<file path="config.mk">
export PLATFORM = sky130hd
export DESIGN_NAME = wb_host_master
export DESIGN_NICKNAME = d
export VERILOG_FILES = /design/src/rtl/wb_host_pkg.sv /design/src/rtl/wb_host_timeout.sv /design/src/rtl/wb_host_master.sv
export SDC_FILE = /design/constraint.sdc
export NUM_CORES = 1
export LEC_CHECK = 0
export BUFFER_PORTS_ARGS = -buffer_cell sky130_fd_sc_hd__buf_2
export CORE_MARGIN = 3
export CORE_UTILIZATION = 35
export CTS_BUF_LIST = sky130_fd_sc_hd__clkbuf_16
export DETAILED_ROUTE_END_ITERATION = 12
export GPL_TIMING_DRIVEN = 0
export HOLD_SLACK_MARGIN = 0.08
export PLACE_DENSITY = 0.78
export RECOVER_POWER = 100
export SYNTH_ARGS = -nofsm -noshare
export SYNTH_HDL_FRONTEND = slang
export SYNTH_SLANG_ARGS = --single-unit
export TNS_END_PERCENT = 100
</file>
<file path="constraint.sdc">
create_clock -name wb_clk_i -period 1.8 [get_ports wb_clk_i]
set_input_delay 0.18 -clock wb_clk_i [delete_from_list [all_inputs] [get_ports wb_clk_i]]
set_output_delay 0.18 -clock wb_clk_i [all_outputs]
set_load 0.005 [all_outputs]
</file>
<file path="src/rtl/wb_host_pkg.sv">
// Shared definitions for the Wishbone host master: FSM state encoding,
// the data word returned on a bus timeout, and Wishbone lane widths.
package wb_host_pkg;

    typedef enum logic [1:0] {
        ST_IDLE = 2'd0,
        ST_BUS  = 2'd1,
        ST_RESP = 2'd2
    } wb_host_state_t;

    localparam logic [31:0] TIMEOUT_DATA  = 32'hDEADBEEF;
    localparam int          WB_SEL_WIDTH  = 4;
    localparam int          WB_DATA_WIDTH = 32;

endpackage

</file>
<file path="src/rtl/wb_host_timeout.sv">
// Bus-cycle watchdog for wb_host_master (only built with WB_HOST_TIMEOUT_EN).
// The counter is held at zero outside the bus phase, so it always starts
// from zero on entry. It advances once per bus cycle without ack, and
// 'expired' marks the TIMEOUT_CYCLES-th such cycle.
module wb_host_timeout #(
    parameter int TIMEOUT_CYCLES = 16
) (
    input  logic wb_clk_i,
    input  logic wb_rst_i,
    input  logic clear,
    input  logic count_en,
    output logic expired
);

    logic [7:0] count;

    // Wait-cycle counter: cleared by reset or outside BUS, else counts stalls.
    always_ff @(posedge wb_clk_i) begin
        if (wb_rst_i || clear) begin
            count <= 8'd0;
        end else if (count_en && !expired) begin
            count <= count + 8'd1;
        end
    end

    assign expired = (count == 8'(TIMEOUT_CYCLES - 1));

endmodule

</file>
<file path="src/rtl/wb_host_master.sv">
// Single-outstanding-transfer Wishbone classic master driven by a
// valid/ready command port and returning a valid/ready response.
// Optional feature macro: WB_HOST_TIMEOUT_EN (bus timeout with error response).
//
// Handshakes: a transfer happens on a rising edge where valid and ready are
// both high; valid, once raised, holds its payload until that edge, and ready
// may depend on state only, never combinationally on valid.
module wb_host_master
    import wb_host_pkg::*;
#(
    parameter int ADDR_WIDTH     = 32,
    parameter int TIMEOUT_CYCLES = 16
) (
    input  logic                     wb_clk_i,
    input  logic                     wb_rst_i,
    // command port
    input  logic                     cmd_valid,
    output logic                     cmd_ready,
    input  logic                     cmd_we,
    input  logic [ADDR_WIDTH-1:0]    cmd_adr,
    input  logic [WB_DATA_WIDTH-1:0] cmd_dat,
    input  logic [WB_SEL_WIDTH-1:0]  cmd_sel,
    // response port
    output logic                     rsp_valid,
    input  logic                     rsp_ready,
    output logic [WB_DATA_WIDTH-1:0] rsp_dat,
    output logic                     rsp_err,
    // Wishbone master
    output logic                     wbm_cyc_o,
    output logic                     wbm_stb_o,
    output logic                     wbm_we_o,
    output logic [WB_SEL_WIDTH-1:0]  wbm_sel_o,
    output logic [ADDR_WIDTH-1:0]    wbm_adr_o,
    output logic [WB_DATA_WIDTH-1:0] wbm_dat_o,
    input  logic                     wbm_ack_i,
    input  logic [WB_DATA_WIDTH-1:0] wbm_dat_i,
    // debug visibility of the FSM
    output wb_host_state_t           state_dbg
);

    wb_host_state_t state;

    if (TIMEOUT_CYCLES < 2 || TIMEOUT_CYCLES > 255) begin : g_bad_timeout_cycles
        $error("wb_host_master: TIMEOUT_CYCLES must be within 2..255");
    end

`ifdef WB_HOST_TIMEOUT_EN
    logic tmo_clear;
    logic tmo_count_en;
    logic tmo_expired;

    assign tmo_clear    = (state != ST_BUS);
    assign tmo_count_en = (state == ST_BUS) && !wbm_ack_i;

    wb_host_timeout #(
        .TIMEOUT_CYCLES (TIMEOUT_CYCLES)
    ) u_timeout (
        .wb_clk_i (wb_clk_i),
        .wb_rst_i (wb_rst_i),
        .clear    (tmo_clear),
        .count_en (tmo_count_en),
        .expired  (tmo_expired)
    );
`else
    assign rsp_err = 1'b0;
`endif

    assign state_dbg = state;

    // Transfer FSM; the captured command lives directly in the wbm_* registers,
    // which are zeroed whenever the cycle ends so the bus is quiet while idle.
    always_ff @(posedge wb_clk_i) begin
        if (wb_rst_i) begin
            state     <= ST_IDLE;
            cmd_ready <= 1'b0;
            rsp_valid <= 1'b0;
            rsp_dat   <= '0;
`ifdef WB_HOST_TIMEOUT_EN
            rsp_err   <= 1'b0;
`endif
            wbm_cyc_o <= 1'b0;
            wbm_stb_o <= 1'b0;
            wbm_we_o  <= 1'b0;
            wbm_sel_o <= '0;
            wbm_adr_o <= '0;
            wbm_dat_o <= '0;
        end else begin
            case (state)
                ST_IDLE: begin
                    if (cmd_valid && cmd_ready) begin
                        cmd_ready <= 1'b0;
                        wbm_cyc_o <= 1'b1;
                        wbm_stb_o <= 1'b1;
                        wbm_we_o  <= cmd_we;
                        wbm_sel_o <= cmd_sel;
                        wbm_adr_o <= cmd_adr;
                        wbm_dat_o <= cmd_dat;
                        state     <= ST_BUS;
                    end else begin
                        cmd_ready <= 1'b1;
                    end
                end
                ST_BUS: begin
                    // An ack in the expiry cycle still completes normally.
                    if (wbm_ack_i) begin
                        wbm_cyc_o <= 1'b0;
                        wbm_stb_o <= 1'b0;
                        wbm_we_o  <= 1'b0;
                        wbm_sel_o <= '0;
                        wbm_adr_o <= '0;
                        wbm_dat_o <= '0;
                        rsp_dat   <= wbm_we_o ? '0 : wbm_dat_i;
`ifdef WB_HOST_TIMEOUT_EN
                        rsp_err   <= 1'b0;
`endif
                        rsp_valid <= 1'b1;
                        state     <= ST_RESP;
                    end
`ifdef WB_HOST_TIMEOUT_EN
                    else if (tmo_expired) begin
                        wbm_cyc_o <= 1'b0;
                        wbm_stb_o <= 1'b0;
                        wbm_we_o  <= 1'b0;
                        wbm_sel_o <= '0;
                        wbm_adr_o <= '0;
                        wbm_dat_o <= '0;
                        rsp_dat   <= TIMEOUT_DATA;
                        rsp_err   <= 1'b1;
                        rsp_valid <= 1'b1;
                        state     <= ST_RESP;
                    end
`endif
                end
                ST_RESP: begin
                    if (rsp_ready) begin
                        rsp_valid <= 1'b0;
                        cmd_ready <= 1'b1;
                        state     <= ST_IDLE;
                    end
                end
                default: begin
                    state <= ST_IDLE;
                end
            endcase
        end
    end

endmodule

</file>
# Word-level counts from Yosys, hierarchy flattened
# Cells that the tools add are included.
# word_totals
regBits,106
in_bits,106
out_inout_bits,108
word_cells,48
# classes
n_eq_ne,5
n_mux,24
reduce_logical,10
# ops
operator,n
$mux W32,4
$pmux W32 S2,2
$reduce_and A3 Y1,3
$mux W4,2
$pmux W1 S2,4
$pmux W4 S2,1
$mux W1,7
$mux W2,3
$ne A2 B2 Y1 const B,3
$pmux W2 S3,1
$reduce_bool A2 Y1,3
$reduce_and A2 Y1,2
$eq A2 B1 Y1 const B,1
$eq A2 B2 Y1 const B,1
$logic_not A2 Y1,1
$logic_and A1 B1 Y1,1

# Longest topological paths before layout
# Gate-level depths: netlist (run 1).
# depth
word_depth,3
ltp_mapped,7
ltp_nobuf,3

# Worst setup path before layout (run 1)
# Ideal clock, no wire load.
# synth_path
kind,reg2reg
start,reg state[0] (netlist: state_dbg[0])
end,reg wbm_adr_o[24]
setup_time_ns,0.117
arrival_time_ns,1.308
required_ns,1.683
path_slack_ns,0.375
stages_incl_launch_ff,8
n_path_buf,4
period_less_slack_ns,1.425
path_cell_list,dfxtp_1 buf_6 nand3b_4 a22o_1 buf_6 buf_6 buf_6 a22o_1
# synth_via
elab_chain_cells,3
word_cells_on_any_way,7
classes_between,eq/ne: 3; mux: 1; reduce/logical: 3
# synth_lines
item,line,text
start: declaration,wb_host_master.sv:41,wb_host_state_t state;
start signal: assignment,wb_host_master.sv:74,state <= ST_IDLE;
start signal: assignment,wb_host_master.sv:98,state <= ST_BUS;
start signal: assignment,wb_host_master.sv:117,state <= ST_RESP;
$eq A2 B1 Y1 / $logic_not A2 Y1 (equally long branches),wb_host_master.sv:88,case (state)
$ne A2 B2 Y1 (no line) / $reduce_bool A2 Y1 (equally long branches),-,
$reduce_and A3 Y1 (no line),-,
end signal: assignment,wb_host_master.sv:96,wbm_adr_o <= cmd_adr;
end: declaration,wb_host_master.sv:33,"output logic [ADDR_WIDTH-1:0] wbm_adr_o,"
# Several ways; a longest one is shown, not always the timed one.
# A chain may end at the register's enable or synchronous reset.

# Worst setup path in the final report (run 1)
# layout_path
start,reg state[0] (netlist: state_dbg[0])
end,reg wbm_adr_o[19]
# Same word-level chain as after synthesis.

==> results of run 1 <==
## kinds of logic after synthesis
group / share of synthesized area [%]
buffers and inverters: 5.48
AND/OR/NAND/NOR: 12.3
flip-flops: 59.2
other: 0.105
AO/OA/AOI/OAI: 23.0
## cell usage after synthesis
master / count
dfxtp_1: 106
a22o_1: 70
a21oi_1: 39
nand2_1: 33
nand3b_1: 33
buf_2: 16
clkbuf_1: 10
buf_6: 4
buf_4: 3
inv_1: 3
or2_2: 2
and3b_1: 1
conb_1: 1
nand3_1: 1
nand3b_4: 1
nor3_4: 1
o211a_1: 1
o21ai_0: 1
or3_1: 1
## worst paths after layout
path                        startpoint                         end  cells past startpoint
max          state_dbg[0]$_SDFFE_PP0P_  wbm_adr_o[19]$_SDFFE_PP0P_                      6
min                      wbm_dat_i[20]    rsp_dat[20]$_SDFFE_PP0P_                      3
max reg2reg  state_dbg[0]$_SDFFE_PP0P_  wbm_adr_o[19]$_SDFFE_PP0P_                      6
min reg2reg    rsp_dat[8]$_SDFFE_PP0P_     rsp_dat[8]$_SDFFE_PP0P_                      2
## registers in the layout, summed over array words and instances, names as in the netlist
signal	cells
wbm_sel_o	4
rsp_valid	1
wbm_stb_o	1
cmd_ready	1
state_dbg	2
wbm_adr_o	32
wbm_dat_o	32
wbm_we_o	1
rsp_dat	32
## power by group through the flow
stage               clock (uW)  combinational, uW  sequential (uW)
floorplan                    0                245             2580
finish                    1950                658             2520
global route              2100                716             2540
detailed placement           0                549             2570
global placement             0                536             2570
CTS                       2030                670             2520
## cell usage in the layout (no fill, tap or decap), types with 2 or more instances in the layout
cell           netlist  routed
clkbuf_1            10      85
buf_6                4       3
a21oi_1             39      39
a22o_1              70      70
clkbuf_2             0       4
nand3b_1            33      33
buf_4                3       3
buf_2               16     150
inv_1                3       3
or2_2                2       2
nand2_1             33      33
inv_8                0       4
dfxtp_1            106     106
clkbuf_16            0       9
dlygate4sd3_1        0      69
## cell type report
cell class	count	area [sq um]
clock buffers	9	225
inverters	3	11.3
well taps	133	166
repair buffers	283	1670
fillers	858	4150
clock inverters	7	78.8
flip-flops and latches	106	2120
plain buffers	33	178
multi-input cells	185	1270
## metal layers
metal | vias up | wire, microns | global-route usage (%)
met3 | 27 | 924 | 6.14
met4 | 0 | 238 | 7.12
met5 | - | 0 | 0
met2 | 167 | 5710 | 34.4
li1 | 1772 | - | -
met1 | 1679 | 4820 | 22.8
## through the flow
stage	hold WS [ns]	area, sq um
after global placement	0.396	4810
after detailed placement	0.401	4810
after global routing	0.0939	5720
after CTS	0.0820	5810
after floorplan	0.313	3590
final	0.103	5720
## critical path, stage by stage, from the launching register on
cell	delay, ns
dfxtp_1	0.33
buf_6	0.13
nand3b_4	0.17
nor3_4	0.22
buf_4	0.16
clkbuf_1	0.35
a22o_1	0.22
## repair_timing
action / CTS / global route
hold endpoints to repair: 69 / 0
buffers inserted: 0 / 2
hold buffers: 69 / 0
endpoints found under the setup margin: 0 / 1
==> impl_results.md, run 1 <==
- Worst hold-check path type: in -> reg
- Placer Congestion: 0.741
- Starting Density: a little over a third
- Vias per inst: just under 5
- Ratio of cells with drive above 1 in the final layout: approximately 29%
- Maximum vdd ir drop: about 0.51 mV
- Max Freq: between 0.6 and 0.7 GHz
- Io pins: around 210
- MaxCap Viol Count: 0
- Synthesized area per cell: 11.0 sq um
- Finished Core Util: 58.0%
- Initial antenna violation count: 0
- Clock buffer depth: 2
- Clk sinks: 106
- Die area: 0.0115 sq mm
- Crit. End Element: flip-flop
- N_diodes: 0
- Synth Warn #: 0
- Status: finished, final reports clean
- H-tree Lvls: 3
- Synthesized netlist net count: 433
- Final Hold Vio Count: 0
- Die X-Extent: 107 microns
- DR WL/cell: between 15 and 20 microns
- Worst-Skew Late Latency: about 0.34 ns
- RSZ-0062 raised after global routing: false
- Flop pwr share: between 40% and 50%
- Fin cells: around 760
- Clk root buf: clkbuf_16
- Crit path required time: ~2.1 ns
- Total chip power: 5130 uW
- Crit share post-route: 91.1%
- Row count: 36
- Total core area: a little under 0.01 sq mm
- Synth Instances: between 300 and 400
- Clk pwr share: ~38%
- Leak: between 0.002 and 0.0025 uW
- Place WS: about 0.13 ns
- Post-Synthesis Cell Area: approximately 0.0036 sq mm
- Post-synthesis sequential area ratio: 59.2%
- Detail Placement HPWL: around 7.7 mm
- CTS tree: done
- Clk slew on worst S/H paths: ~0.080 ns
- Final slew viol count: 0
- Pin count of the biggest net entering global routing: 22
- Switching share of total power: 25.5%
- R2r setup slk: approximately 0.16 ns
- Arrival time worst endpoint: 1.92 ns
- Placed Cells: ~670
- Layout area overhead: 59.5%
- Routed Antenna Nets: 0
- Setup TNS: 0 ns
- Top post-synthesis cells by area: dfxtp_1 59%, a22o_1 17%, nand3b_1 6.9%
- # setup viols final: 0
- Total gr overflow: 0
- CTS Buf Count: 9
- Internal power: between 3000 and 4000 uW
- Total wire length: between 10 and 15 mm
- Nets@finish: just over 700
- Final worst setup slack: approximately 0.16 ns
- Via count: approximately 3,600
- Min Clock Period, post-route: 1.64 ns
- Yosys top cell by area: dfxtp_1
- Post-synth top area share: ~59%
- P per Cell Area: between 800 and 900 mW/mm^2
- GRT Resource Usage Total: approximately a fifth
- Vias in the first global route: roughly 3,700
- Library cells used by synthesis: 19
- Port Buffers: roughly 210
- DRC viols: 0
- Detailed Route Iter0 Violations: around 190
- Yosys reg bits: roughly 110
- Critical Path Start Type: flip-flop
- Resize count post-CTS: 0
- Die height: 107 microns
- Gate power share: around 13%
- Drt first pass iters: 4
- First-pass GRT wire length: approximately 18 mm
- Max FO, Critical Path: 10
- Final Skew: just over 0.009 ns
- Net Sw Power: roughly 1300 uW
- Crit Path Class: reg -> reg
(Power assumes the default switching activity.)
==> run 2, diff against run 1 <==
CTS_BUF_LIST = sky130_fd_sc_hd__clkbuf_8   (was sky130_fd_sc_hd__clkbuf_16)
==> run 2 against run 1 <==
  * Critical path depth increased by 1
  * Sequential share of layout area decreased by 1.4 points
  * Flip-flop and latch count unchanged
  * First-iteration DRC count increased by 17%
  * Via count increased by 4.7%
==> impl_results.md, run 2 (synthesis results as in run 1) <==
- Arrival time worst endpoint: about 1.9 ns
- Worst hold stages: 4
- Total gr overflow: 0
- Total wire length: approximately 12 mm
- MaxCap Viol Count: 0
- R2r setup slk: around 0.17 ns
- Resize count post-CTS: 0
- Vias per inst: slightly below 5
- R2r worst-path depth: 7
- Via count: 3,815
- H-tree Lvls: 3
- Area post-placement: between 0.004 and 0.005 sq mm
- Crit. End Element: flip-flop
- Setup TNS: 0 ns
- Final Hold Vio Count: 0
- Worst-Skew Late Latency: about 0.37 ns
- Status: finished, final reports clean
- Most common cell after layout, fill and taps aside: buf_2
- Fillers: approximately 800
- WL met3: 938 microns
- Final Skew: about 0.016 ns
- Vias in the first global route: around 3,800
- Crit path from: state_dbg[0]$_SDFFE_PP0P_
- Die area: between 0.01 and 0.015 sq mm
- Worst hold-check path type: in -> reg
- Met1 wire length: slightly below 5 mm
- Worst r2r src: state_dbg[0]$_SDFFE_PP0P_
- Pin count of the biggest net entering global routing: 22
- DR WL/cell: between 15 and 20 microns
- Ratio of cells with drive above 1 in the final layout: roughly a quarter
- Final slew viol count: 0
- Top Registers: rsp_dat (32), wbm_adr_o (32), wbm_dat_o (32)
- Drt first pass iters: 4
- N_diodes: 0
- Crit path required time: 2.06 ns
- Layout area overhead: 65.7%
- DRC viols: 0
- Row count: 36
- Placer Congestion: between 0.7 and 0.8
- Initial antenna violation count: 0
- Critical Path Start Type: flip-flop
- Die X-Extent: about 110 microns
- Die height: approximately 110 microns
- Met2 wirelength from detailed routing: 6.18 mm
- Clock buffer depth: 2
- Max FO, Critical Path: 10
- Maximum vdd ir drop: 0.430 mV
- Crit Path Class: reg -> reg
- Total chip power: 4710 uW
- Total core area: approximately 0.0099 sq mm
- Io pins: 214
- Clk root buf: clkbuf_8
- Reg-to-Reg End: wbm_sel_o[2]$_SDFFE_PP0P_
- Worst setup path endpoint: wbm_sel_o[2]$_SDFFE_PP0P_
- RSZ-0062 raised after global routing: false
- CTS tree: done
- Final worst setup slack: ~0.17 ns
- Commonest non-fill, non-tap cells in the layout: 143 x buf_2, 106 x dfxtp_1, 102 x dlygate4sd3_1
- Clk slew on worst S/H paths: 0.12 ns
- Nets@finish: 760
- CTS Buf Count: 9
- Port Buffers: around 210
- Leak: between 0.002 and 0.003 uW
- Min Clock Period, post-route: approximately 1.6 ns
- # setup viols final: 0
- Hold path start: rsp_ready
- Detail Placement HPWL: a little under 8 mm
- Starting Density: a little over a third
- Top Metal Used: met4
- Max Freq: 0.612 GHz
- Crit share post-route: 90.7%
- First-pass GRT wire length: 18.8 mm
- Routed Antenna Nets: 0
- Detailed Route Iter0 Violations: between 200 and 250
- Clk sinks: about 110
- GRT Resource Usage Total: about a fifth
- Post-route cell area: around 0.0059 sq mm
- P per Cell Area: between 700 and 800 mW/mm^2
- Place WS: approximately 0.13 ns
run 2: per-stage QoR:
| stage | cells | utilization (%) | hold slack, ns |
|---|---|---|---|
| after CTS | 790 | 61.2 | 0.0964 |
| after detailed placement | 672 | 48.8 | 0.401 |
| after floorplan | 327 | - | 0.313 |
| final | 792 | 60.2 | 0.127 |
| after global routing | 792 | 60.2 | 0.127 |
| after global placement | 672 | 48.8 | 0.396 |
run 2: what timing repair did:
item	4_1_cts	5_1_grt
endpoints found under the hold margin	102	0
hold buffers	102	0
endpoints found under the setup margin	0	10
setup buffers	0	2
run 2: worst min-delay path by stage:
stage | to | slack, ns
2_1_floorplan | wbm_adr_o[24]$_SDFFE_PP0P_ | 0.31
3_3_place_gp | wbm_adr_o[22]$_SDFFE_PP0P_ | 0.40
3_5_place_dp | wbm_dat_o[4]$_SDFFE_PP0P_ | 0.40
4_1_cts | state_dbg[1]$_SDFFE_PP0P_ | 0.1
5_1_grt | state_dbg[1]$_SDFFE_PP0P_ | 0.13
6_report | state_dbg[1]$_SDFFE_PP0P_ | 0.13
run 2: power by group:
group | internal, uW | total, uW | switching [uW]
clock | 562 | 1470 | 912
combinational | 413 | 716 | 303
sequential | 2460 | 2520 | 67.1
run 2: cell type report:
cell class              count  area (sq um)  area share (%)
clock buffers               9           124            2.09
clock inverters             7          78.8            1.33
inverters                   3          11.3           0.190
well taps                 133           166            2.80
multi-input cells         185          1270            21.3
flip-flops and latches    106          2120            35.7
repair buffers            316          1990            33.6
plain buffers              33           176            2.97
run 2: routing by layer:
layer / GRT usage, % / up-vias
li1: - / 1836
met1: 23.1 / 1773
met2: 36.9 / 177
met3: 5.60 / 29
met4: 7.85 / 0
met5: 0 / -
run 2: critical path: stages (launching register included):
cell      delay, ns
dfxtp_1        0.34
buf_6          0.13
nand3b_4       0.17
a22o_1         0.20
buf_6          0.13
clkbuf_2       0.19
buf_6          0.18
a22o_1         0.18
